--- src/rtl/div_unit.sv ---
// Sequential 32-bit signed divider: restoring shift/subtract, one step per clock.
// Optional macro DIV_ZERO_EXC_EN: a zero divisor skips the division and raises Div_Zero.
//
// state | meaning
// IDLE  | waiting for Div_Start, operands captured on the start edge
// RUN   | 32 restoring steps, then sign correction and result load
// DONE  | one-cycle Div_Done pulse, results valid
module div_unit (
    input  logic        Clock,
    input  logic        Reset,
    input  logic        Div_Start,
    input  logic [31:0] Div_A,
    input  logic [31:0] Div_B,
    output logic [31:0] Div_HIOut,
    output logic [31:0] Div_LOOut,
    output logic        Div_Busy,
    output logic        Div_Done,
    output logic        Div_Zero
);

    typedef enum logic [1:0] {
        IDLE = 2'd0,
        RUN  = 2'd1,
        DONE = 2'd2
    } state_t;

    state_t      state_q, state_d;
    logic [4:0]  cnt_q;
    logic        fin_q;
    logic [31:0] quo_q;
    logic [31:0] rem_q;
    logic [31:0] dvs_q;
    logic        sign_a_q;
    logic        sign_b_q;
    logic        zero_pend;

    logic        load_en;
    logic        step_en;
    logic        fin_en;
    logic [32:0] rem_shift;
    logic        borrow;
    logic [31:0] diff;
    logic [31:0] abs_a;
    logic [31:0] abs_b;
    logic [31:0] q_fix;
    logic [31:0] r_fix;

    // 0x80000000 negates to itself, which is exactly its unsigned magnitude
    assign abs_a = Div_A[31] ? -Div_A : Div_A;
    assign abs_b = Div_B[31] ? -Div_B : Div_B;

    assign rem_shift = {rem_q, quo_q[31]};
    assign borrow    = rem_shift < {1'b0, dvs_q};
    assign diff      = rem_shift[31:0] - dvs_q;

    assign q_fix = (sign_a_q ^ sign_b_q) ? -quo_q : quo_q;
    assign r_fix = sign_a_q ? -rem_q : rem_q;

`ifdef DIV_ZERO_EXC_EN
    logic zero_q;
    assign zero_pend = zero_q;

    always_ff @(posedge Clock or negedge Reset) begin
        if (!Reset) begin
            zero_q <= 1'b0;
        end else if (load_en) begin
            zero_q <= (Div_B == 32'd0);
        end
    end
`else
    assign zero_pend = 1'b0;
`endif

    always_comb begin
        state_d = state_q;
        load_en = 1'b0;
        step_en = 1'b0;
        fin_en  = 1'b0;
        case (state_q)
            IDLE: begin
                if (Div_Start) begin
                    load_en = 1'b1;
                    state_d = RUN;
                end
            end
            RUN: begin
                if (fin_q || zero_pend) begin
                    fin_en  = 1'b1;
                    state_d = DONE;
                end else begin
                    step_en = 1'b1;
                end
            end
            DONE:    state_d = IDLE;
            default: state_d = IDLE;
        endcase
    end

    always_ff @(posedge Clock or negedge Reset) begin
        if (!Reset) begin
            state_q   <= IDLE;
            cnt_q     <= 5'd0;
            fin_q     <= 1'b0;
            quo_q     <= 32'd0;
            rem_q     <= 32'd0;
            dvs_q     <= 32'd0;
            sign_a_q  <= 1'b0;
            sign_b_q  <= 1'b0;
            Div_HIOut <= 32'd0;
            Div_LOOut <= 32'd0;
            Div_Busy  <= 1'b0;
            Div_Done  <= 1'b0;
            Div_Zero  <= 1'b0;
        end else begin
            state_q  <= state_d;
            Div_Busy <= (state_d == RUN);
            Div_Done <= (state_d == DONE);
            Div_Zero <= (state_d == DONE) && zero_pend;

            if (load_en) begin
                quo_q    <= abs_a;
                rem_q    <= 32'd0;
                dvs_q    <= abs_b;
                sign_a_q <= Div_A[31];
                sign_b_q <= Div_B[31];
                cnt_q    <= 5'd31;
                fin_q    <= 1'b0;
            end

            // Down-counter reaching zero marks the 32nd step; the next edge finalises
            if (step_en) begin
                if (!borrow) begin
                    rem_q <= diff;
                    quo_q <= {quo_q[30:0], 1'b1};
                end else begin
                    rem_q <= rem_shift[31:0];
                    quo_q <= {quo_q[30:0], 1'b0};
                end
                if (cnt_q == 5'd0) begin
                    fin_q <= 1'b1;
                end else begin
                    cnt_q <= cnt_q - 5'd1;
                end
            end

            if (fin_en && !zero_pend) begin
                Div_LOOut <= q_fix;
                Div_HIOut <= r_fix;
            end
        end
    end

endmodule

--- config.mk ---
export PLATFORM = sky130hd
export DESIGN_NAME = div_unit
export DESIGN_NICKNAME = d
export VERILOG_FILES = /design/src/rtl/div_unit.sv
export SDC_FILE = /design/constraint.sdc
export NUM_CORES = 1
export LEC_CHECK = 0
export ABC_AREA = 1
export CAP_MARGIN = 20
export CORE_MARGIN = 3
export CORE_UTILIZATION = 60
export DETAILED_ROUTE_END_ITERATION = 10
export GPL_TIMING_DRIVEN = 0
export HOLD_SLACK_MARGIN = 0.06
export PLACE_DENSITY = 0.84
export SLEW_MARGIN = 15
export SYNTH_ARGS = -nofsm -noshare
export SYNTH_HDL_FRONTEND = slang
export SYNTH_SLANG_ARGS = --single-unit
export TNS_END_PERCENT = 100
--- constraint.sdc ---
create_clock -name Clock -period 5.1 [get_ports Clock]
set_clock_uncertainty 0.05 [all_clocks]
set_input_delay 1.02 -clock Clock [delete_from_list [all_inputs] [get_ports Clock]]
set_output_delay 1.02 -clock Clock [all_outputs]
set_load 0.005 [all_outputs]
==> results of run 1 <==
-- layer usage --
layer  global-route usage (%)  part of all wire [%]  vias up
met2                     50.6                    42      699
li1                         -                     -     6797
met4                     10.1                   2.5        0
met3                     6.10                    11       76
met5                        0                     0        -
met1                     50.7                    44     6418
-- registers in the layout (all words and copies together) (netlist names) --
register   flops
state_q        2
fin_q          1
sign_a_q       1
sign_b_q       1
Div_HIOut     32
Div_Done       1
dvs_q         32
Div_LOOut     32
rem_q         32
quo_q         32
Div_Busy       1
cnt_q          5
-- power groups by stage --
stage | Clock, W | Sequential [W] | Combinational [W]
4_1_cts | 0.00134 | 0.00270 | 0.00741
6_report | 0.00134 | 0.00274 | 0.00755
3_5_place_dp | 0 | 0.00272 | 0.00734
3_3_place_gp | 0 | 0.00270 | 0.00713
5_1_grt | 0.00139 | 0.00282 | 0.00846
2_1_floorplan | 0 | 0.00252 | 0.00522
-- placed cells by master, fill, tap and decap left out, drive strengths merged, types with 17 or more instances in the layout --
cell type      instances
clkbuf                52
nor3                  22
xnor2                 17
o21ai                105
a21oi                 39
nand3                203
nor2                 183
xor2                  56
inv                  312
nand4                 28
ha                    37
o22ai                 17
dfrtp                172
nand2                707
buf                   28
clkdlybuf4s50        129
-- synthesized netlist by cell type (all sizes together) (17+ instances only) --
cell type / n / share of area (%)
a21oi: 39 / 1.6
buf: 26 / 1.1
clkbuf: 35 / 0.99
dfrtp: 172 / 33
ha: 37 / 3.5
inv: 304 / 8.6
nand2: 707 / 20
nand3: 203 / 8.0
nand4: 28 / 1.3
nor2: 183 / 5.6
nor3: 22 / 1.2
o21ai: 105 / 4.1
o22ai: 17 / 0.80
xnor2: 17 / 1.1
xor2: 56 / 3.7
-- cells by family after synthesis --
kind of cell | after synthesis | share of synthesized area (%)
DFF | 172 | 32.6
AOI/OAI and AO/OA | 213 | 9.51
and+or+nand+nor | 1185 | 38.7
adders and majority gates | 38 | 3.65
other | 1 | 0.0284
xor gates and xnor gates | 73 | 4.84
buffers and inverters | 366 | 10.7
-- critical path: cells and delay by family --
| kind | cells | cell delay (ns) |
|---|---|---|
| AO/OA/AOI/OAI | 2 | 0.55 |
| buffers and inverters | 3 | 1.50 |
| AND/OR/NAND/NOR | 2 | 0.21 |
-- worst min-delay path by stage --
stage,to,cells after the start
6_report,Div_LOOut[28],2
5_1_grt,Div_LOOut[22],2
4_1_cts,Div_LOOut[29],2
3_5_place_dp,Div_LOOut[29],2
3_3_place_gp,Div_HIOut[29],2
2_1_floorplan,dvs_q[30],2
-- layout make-up --
cell class	count	area, um2
Multi-Input combinational cell	1510	7490
Fill cell	1842	5860
Sequential cell	172	4300
Timing Repair Buffer	131	1330
Inverter	305	1140
Clock buffer	17	425
Tap cell	275	344
Buffer	61	274
Clock inverter	15	171
-- through the flow --
stage / TNS, ns / utilization [%] / hold slack, ns / setup WS, ns
2_1_floorplan: 0 / - / 0.399 / 2.75
3_5_place_dp: 0 / 69.8 / 0.415 / 1.74
3_3_place_gp: -652.81 / 69.6 / 0.413 / -3.81
6_report: 0 / 72.6 / 0.429 / 2.11
4_1_cts: 0 / 72.6 / 0.435 / 2.19
5_1_grt: 0 / 72.6 / 0.452 / 2.09
==> flow_metrics.env, run 1 <==
export IMPL_switching_share_pct=52.1
export IMPL_io_buffer_count=130
export IMPL_dp_hpwl_mm=32.3
export IMPL_cp_max_fo=10
export IMPL_design_area_um2=15500
export IMPL_p_clk_share_pct=11.5
export IMPL_crit_path_frequent_cell="clkbuf_1"
export IMPL_drive_above_1_share_pct=5.20
export IMPL_endpoint="quo_q[1]"
export IMPL_n_antenna_cell=0
export IMPL_cts_tree="yes"
export IMPL_fp_row_count=53
export IMPL_powerDensity_nw_per_um2=751
export IMPL_instances_no_fill=2486
export IMPL_die_width_um=154
export IMPL_numCtsBuffers=17
export IMPL_hold_buffers=0
export IMPL_postSynthAreaPerCell_um2=6.45
export IMPL_nets=2303
export IMPL_hold_viol=0
export IMPL_p_leak_nw=7.98
export IMPL_synth_edf_count=0
export IMPL_power_switching_w=0.00606
export IMPL_synth_area_um2=13200
export IMPL_clkSlewWorstSetupHoldPaths_ns=0.07
export IMPL_maxSlewHeadroom_pct=47.3
export IMPL_avgRoutedWirePerCell_um=16.2
export IMPL_cts_max_level=4
export IMPL_dpl_cell_count=2454
export IMPL_antenna_found_initial=0
export IMPL_io_pins=134
export IMPL_endpoint_kind="flop"
export IMPL_reg2reg_from="quo_q[31]"
export IMPL_peakVddDrop_mv=0.276
export IMPL_synth_seq_cells=172
export IMPL_grt_max_degree=109
export IMPL_clockBufferDepth=2
export IMPL_start_util_pct=61.9
export IMPL_vias_per_cell=5.63
export IMPL_syn_to_final_growth_pct=17.2
export IMPL_critical_path_class="input port to flop"
export IMPL_setup_viol=0
export IMPL_pwr_share_comb_pct=64.9
export IMPL_max_cap_viol_count=0
export IMPL_overflow=0
export IMPL_cp_slowest_cell="clkbuf_1"
export IMPL_tightest_slew_ns=0.790
export IMPL_worstHoldStart="Div_LOOut[28]"
export IMPL_grt_pass1_vias=12900
export IMPL_synth_cells=2048
export IMPL_globalplace_congestion=0.978
export IMPL_core_um2=21400
export IMPL_synth_async_reset_ratio_pct=100
export IMPL_rsz0062_at_grt="false"
export IMPL_power_total_w=0.0116
export IMPL_vias=14000
export IMPL_grtUsageTotal_pct=34.0
export IMPL_detail_route_antenna_nets=0
export IMPL_grt_pass1_wl_mm=65.6
export IMPL_yosys_warnings=0
export IMPL_fmaxAchievable_mhz=335
export IMPL_cts_sinks=172
export IMPL_outcome="complete, no violations"
export IMPL_cts_resized_gates=0
export IMPL_die_y_um=154
export IMPL_crit_arrival_ns=3.28
export IMPL_placed_area_um2=14900
export IMPL_fin_crit_ns=2.99
export IMPL_dieArea_um2=23800
export IMPL_fin_crit_sh_pct=58.6
export IMPL_max_stage_delay_ns=0.65
export IMPL_ff2ff_setup_slack_ns=2.59
export IMPL_p_int_w=0.00557
export IMPL_synth_nets=2153
export IMPL_clk_latency_ns=0.45
export IMPL_drt_wl_total_mm=40.3
export IMPL_r2r_cells=15
export IMPL_drt_iter0_markers=1325
export IMPL_required_ns=5.39
export IMPL_p_seq_share_pct=23.6
export IMPL_report_final_slew_viol_count=0
export IMPL_dr_pass1_iters=6
export IMPL_cp_start_kind="input port"
export IMPL_cts_setup_buffers=0
export IMPL_crit_path_start="Div_Start"
export IMPL_synth_distinct_cells=49
export IMPL_cts_root_buf="clkbuf_16"
export IMPL_hold_class="flop to flop"
export IMPL_synth_seq_area_share_pct=32.6
export IMPL_r2r_end="rem_q[24]"
export IMPL_cp_cell_sequence="clkdlybuf4s50_1 > nand2_1 > nor2_1 > clkbuf_1 > clkbuf_1 > o211ai_1 > o221ai_1"
export IMPL_yosys_most_used_dff="dfrtp_1"
export IMPL_drcViolationCount=0
Power figures use the tool's default switching activity.
==> run 2: changes to the inputs <==
Settings changed: CORE_UTILIZATION 60 to 59, PLACE_DENSITY 0.84 to 0.82.
Clock period 5.1 ns to 2.98 ns, I/O delays scaled along.
==> flow_metrics.env, run 2 (synthesis results as in run 1) <==
export IMPL_vias=14000
export IMPL_fmaxAchievable_mhz=394
export IMPL_hold_path_end="Div_HIOut[15]"
export IMPL_rsz0062_at_grt="false"
export IMPL_r2r_cells=15
export IMPL_core_um2=21900
export IMPL_critical_path_top_delay_family="simple AND/OR/NAND/NOR gates"
export IMPL_max_cap_viol_count=0
export IMPL_drive_above_1_share_pct=5.20
export IMPL_worstHoldStart="Div_HIOut[15]"
export IMPL_crit_arrival_ns=2.82
export IMPL_die_width_um=156
export IMPL_detail_route_antenna_nets=0
export IMPL_required_ns=3.26
export IMPL_nets=2304
export IMPL_crit_path_frequent_cell="nand2_1"
export IMPL_setup_viol=0
export IMPL_drcViolationCount=0
export IMPL_grtUsageTotal_pct=34.1
export IMPL_r2r_end="rem_q[24]"
export IMPL_endpoint_kind="flop"
export IMPL_fp_row_count=54
export IMPL_hold_class="flop to flop"
export IMPL_critical_path_class="flop to flop"
export IMPL_multi_input_area_um2=7490
export IMPL_clkSlewWorstSetupHoldPaths_ns=0.07
export IMPL_io_pins=134
export IMPL_p_leak_nw=7.98
export IMPL_cts_root_buf="clkbuf_16"
export IMPL_hold_depth=2
export IMPL_tightest_slew_ns=0.723
export IMPL_grt_max_degree=109
export IMPL_io_buffer_count=130
export IMPL_grt_pass1_vias=12900
export IMPL_die_y_um=156
export IMPL_outcome="complete, no violations"
export IMPL_reg2reg_from="quo_q[31]"
export IMPL_fillerInstances=1914
export IMPL_powerDensity_nw_per_um2=1290
export IMPL_final_common_cell="nand2_1"
export IMPL_antenna_found_initial=0
export IMPL_fin_crit_ns=2.54
export IMPL_dieArea_um2=24200
export IMPL_report_final_slew_viol_count=0
export IMPL_syn_to_final_growth_pct=17.4
export IMPL_ff2ff_setup_slack_ns=0.44
export IMPL_cp_cell_sequence="inv_1 > ha_1 > fa_1 > inv_1 > nand3_1 > nand3_1 > nand2_1 > nand2_1 > nand2_1 > nand3_1 > nand2_1 > nand2_1 > nand2_1 > nand3_1 > nand2_1"
export IMPL_cp_slowest_cell="fa_1"
export IMPL_hold_viol=0
export IMPL_avgRoutedWirePerCell_um=16.3
export IMPL_numCtsBuffers=17
export IMPL_clockBufferDepth=2
export IMPL_start_util_pct=60.4
export IMPL_fin_crit_sh_pct=85.3
export IMPL_cts_max_level=4
export IMPL_peakVddDrop_mv=0.517
export IMPL_dp_hpwl_mm=32.5
export IMPL_vias_per_cell=5.62
export IMPL_path_buf_inv=2
export IMPL_drt_wl_total_mm=40.7
export IMPL_fin_setup_tns_ns=0
export IMPL_maxSlewHeadroom_pct=51.8
export IMPL_cp_start_kind="flop"
export IMPL_cts_tree="yes"
export IMPL_dr_pass1_iters=5
export IMPL_n_antenna_cell=0
export IMPL_clk_latency_ns=0.45
export IMPL_drt_iter0_markers=1343
export IMPL_cts_sinks=172
export IMPL_globalplace_congestion=0.991
export IMPL_grt_pass1_wl_mm=66.1
export IMPL_seqCellArea_um2=4300
export IMPL_overflow=0
export IMPL_power_total_w=0.0200
export IMPL_final_cell_mix="nand2_1, inv_1, nand3_1"
export IMPL_max_stage_delay_ns=0.41
export IMPL_cp_max_fo=4
export IMPL_fin_util_pct=70.9
==> run 2: timing repair <==
| action | CTS | global route |
|---|---|---|
| hold endpoints to repair | 9 | 0 |
| hold buffers | 1 | 0 |
| endpoints found under the setup margin | 0 | 0 |
| buffers inserted | 0 | 0 |
| gates resized for setup | 0 | 0 |
==> run 2: layout make-up <==
cell class / count / area share [%]
tap: 280 / 2.26
timing repair buffer: 132 / 8.66
buffer: 61 / 1.77
sequential: 172 / 27.7
multi-input combinational: 1510 / 48.3
clock buffer: 17 / 2.74
clock inverter: 15 / 1.16
inverter: 305 / 7.38
==> run 2: stage by stage <==
stage | area (um2) | std cells | setup slack (ns) | hold WS [ns]
detailed placement | 14900 | 2459 | 0.207 | 0.417
global placement | 14900 | 2458 | -5.51 | 0.415
global route | 15500 | 2492 | 0.250 | 0.456
floorplan | 13200 | 2048 | 0.981 | 0.250
finish | 15500 | 2492 | 0.439 | 0.434
CTS | 15500 | 2492 | 0.481 | 0.435
==> run 2: routing by layer <==
layer / share of wire [%] / global-route usage [%]
met3: 9.7 / 5.69
met5: 0 / 0
met2: 42 / 50.4
met1: 45 / 50.9
met4: 2.9 / 11.5
==> run 2: how the worst max path moves through the flow <==
stage               from        end  slack [ns]  cells after the start
6_report       quo_q[31]  rem_q[24]        0.44                     15
5_1_grt        quo_q[31]  rem_q[16]        0.25                     14
4_1_cts        quo_q[31]  rem_q[24]        0.48                     15
2_1_floorplan   rem_q[6]  rem_q[12]        0.98                     14
3_3_place_gp       Reset   Div_Done       -5.51                      1
3_5_place_dp   Div_Start   quo_q[1]        0.21                      7
==> run 2: tightest hold or removal path, stage by stage (launching register included) <==
cell and delay [ns]:
dfrtp_1 0.34, nand2_1 0.06, nand2_1 0.05
==> run 2: power breakdown <==
| part | switching [W] | internal (W) | total (W) |
|---|---|---|---|
| clock | 0.00106 | 0.00127 | 0.00233 |
| sequential | 0.00119 | 0.00353 | 0.00472 |
| combinational | 0.00816 | 0.00480 | 0.0130 |
| total | 0.0104 | 0.00960 | 0.0200 |
==> run 3: changes to the inputs <==
Settings changed: ABC_AREA 1 to default, CORE_UTILIZATION 59 to 57, CTS_CLUSTER_SIZE from default to 8, HOLD_SLACK_MARGIN 0.06 to 0.12, PLACE_DENSITY 0.82 to 0.81.
==> flow_metrics.env, run 3 <==
export IMPL_outcome="finished with violations"
export IMPL_violations="setup timing"
export IMPL_use_met1_pct=42.0
export IMPL_io_pins=134
export IMPL_grt_pass1_wl_mm=48.8
export IMPL_synth_async_reset_ratio_pct=100
export IMPL_p_leak_nw=6.02
export IMPL_required_ns=3.28
export IMPL_cts_root_buf="clkbuf_16"
export IMPL_max_cap_viol_count=0
export IMPL_hold_buffers=0
export IMPL_powerDensity_nw_per_um2=1370
export IMPL_maxSlewHeadroom_pct=40.0
export IMPL_syn_to_final_growth_pct=29.0
export IMPL_start_util_pct=58.4
export IMPL_synth_cells=1261
export IMPL_overflow=0
export IMPL_core_um2=18800
export IMPL_fin_crit_ns=3.07
export IMPL_report_final_slew_viol_count=0
export IMPL_place_ws_ns=-0.746
export IMPL_dp_hpwl_mm=22.7
export IMPL_cts_max_level=4
export IMPL_globalplace_congestion=0.935
export IMPL_setup_viol=13
export IMPL_rsz0062_at_grt="true"
export IMPL_tightest_slew_ns=0.898
export IMPL_die_y_um=145
export IMPL_synth_top_area_share_pct=39.3
export IMPL_synth_common_cells="nand2_1, dfrtp_1, o21ai_0"
export IMPL_drcViolationCount=0
export IMPL_synthXorXnorAreaFrac_pct=11.4
export IMPL_synth_edf_count=0
export IMPL_dpl_cell_count=1628
export IMPL_instances_no_fill=1692
export IMPL_hold_class="input port to async pin"
export IMPL_numCtsBuffers=17
export IMPL_clk_latency_ns=0.43
export IMPL_synth_top_area_cell="dfrtp_1"
export IMPL_final_cell_mix="nand2_1, o21ai_0, dfrtp_1"
export IMPL_yosys_mux_area_fraction_pct=1.74
export IMPL_hold_viol=0
export IMPL_critical_path_class="flop to flop"
export IMPL_synth_distinct_cells=69
export IMPL_drive_above_1_share_pct=12.9
export IMPL_synth_area_leaders="dfrtp_1, xor2_1, o21ai_0"
export IMPL_detail_route_antenna_nets=0
export IMPL_design_area_um2=14100
export IMPL_cp_max_fo=4
export IMPL_synth_compound_area_share_pct=22.9
export IMPL_nets=1550
export IMPL_synth_seq_area_share_pct=39.3
export IMPL_grt_max_degree=102
export IMPL_synth_area_um2=11000
export IMPL_clockBufferDepth=2
export IMPL_dr_pass1_iters=8
export IMPL_synth_seq_cells=172
export IMPL_clkSlewWorstSetupHoldPaths_ns=0.06
export IMPL_crit_arrival_ns=3.37
export IMPL_fin_util_pct=75.3
export IMPL_synth_nets=1366
export IMPL_fin_crit_sh_pct=103
export IMPL_yosys_most_used_dff="dfrtp_1"
export IMPL_antenna_found_initial=0
export IMPL_drt_iter0_markers=1063
export IMPL_synth_top_family_by_area="compound AO/OA/AOI/OAI gates"
export IMPL_yosys_area_share_simple_pct=15.7
export IMPL_postSynthAreaPerCell_um2=8.69
export IMPL_yosys_warnings=0
export IMPL_use_met3_pct=6.32
export IMPL_final_common_cell="nand2_1"
export IMPL_max_stage_delay_ns=0.43
export IMPL_grt_use_met2_pct=45.4
export IMPL_n_antenna_cell=0
export IMPL_fp_row_count=50
export IMPL_grt_pass1_vias=9564
export IMPL_cp_cell_sequence="inv_2 > ha_4 > fa_2 > nor2b_2 > o2111a_2 > o311ai_4 > o211ai_1 > o22a_2 > a311oi_4 > buf_6 > mux2i_1 > o211ai_1 > o21ai_1"
export IMPL_io_buffer_count=132
export IMPL_top_usage_layer="met2"
export IMPL_synthAdderAreaFrac_pct=4.41
export IMPL_peakVddDrop_mv=0.718
export IMPL_placed_area_um2=12600
export IMPL_drt_wl_total_mm=32.7
export IMPL_dieArea_um2=20900
export IMPL_cp_slowest_cell="dfrtp_2"
export IMPL_crit_path_frequent_cell="o211ai_1"
export IMPL_vias_per_cell=6.27
export IMPL_endpoint_kind="flop"
export IMPL_fin_ws_ns=-0.0885
export IMPL_timing_hold_ws_ns=0.160
export IMPL_synth_most_common_cell="nand2_1"
export IMPL_avgRoutedWirePerCell_um=19.4
export IMPL_cts_tree="yes"
export IMPL_grtUsageTotal_pct=29.5
export IMPL_die_width_um=145
export IMPL_vias=10600
export IMPL_cts_sinks=172
export IMPL_fmaxAchievable_mhz=326
export IMPL_cp_start_kind="flop"
run 3: what timing repair did:
item | in CTS | in global routing
setup buffers | 21 | 21
endpoints found under the setup margin | 49 | 61
pin swaps | 14 | 26
resized for setup | 59 | 78
hold endpoints to repair | 0 | 0
run 3: metal layers:
layer	routed length [um]	share of wire [%]
met5	0	0
met4	976	3.0
met3	3250	9.9
met2	14800	45
met1	13800	42
run 3: cell type report:
cell class | instances | area (um2)
multi-input cells | 959 | 6690
inverters | 57 | 214
fillers | 1319 | 4640
clock inverters | 15 | 233
well taps | 234 | 293
repair buffers | 174 | 1680
plain buffers | 64 | 267
flip-flops and latches | 172 | 4330
clock buffers | 17 | 425
run 3: cells by family after synthesis:
| family | Yosys count |
|---|---|
| AO/OA/AOI/OAI | 401 |
| XOR/XNOR | 143 |
| adder cells (fa/ha/maj) | 38 |
| buffers and inverters | 130 |
| flip-flops | 172 |
| multiplexers | 19 |
| other | 1 |
| AND/OR/NAND/NOR | 357 |
run 3: worst paths after layout:
| check | start | end | slack, ns | depth (start not counted) |
|---|---|---|---|---|
| worst max-delay path | quo_q[31] | rem_q[28] | -0.09 | 13 |
| worst min-delay path | Reset | Div_HIOut[11] | 0.16 | 1 |
| worst max register to register | quo_q[31] | rem_q[28] | -0.09 | 13 |
| worst min register to register | Div_LOOut[17] | Div_LOOut[17] | 0.43 | 2 |
| max in group asynchronous | Reset | quo_q[31] | 1.90 | 2 |
| min in group Clock | Div_LOOut[17] | Div_LOOut[17] | 0.43 | 2 |
run 3: metrics by stage:
step           total power [W]  TNS [ns]
6_report                0.0194    -0.388
5_1_grt                 0.0207     -2.89
4_1_cts                 0.0178   -0.0541
3_5_place_dp            0.0147    -28.64
3_3_place_gp            0.0143   -982.75
2_1_floorplan           0.0116         0
run 3: critical path: cells and delay by family (launching register included):
kind / cells / cell delay [ns]
buffers and inverters: 2 / 0.25
multiplexers: 1 / 0.17
adder cells (fa/ha/maj): 2 / 0.38
flip-flops: 1 / 0.43
AND/OR/NAND/NOR: 1 / 0.06
AO/OA/AOI/OAI: 7 / 1.64
run 3: report_power, final:
group / total (W) / internal [W] / switching [W]
combinational: 0.0121 / 0.00543 / 0.00669
sequential: 0.00480 / 0.00348 / 0.00131
clock: 0.00248 / 0.00150 / 0.000980
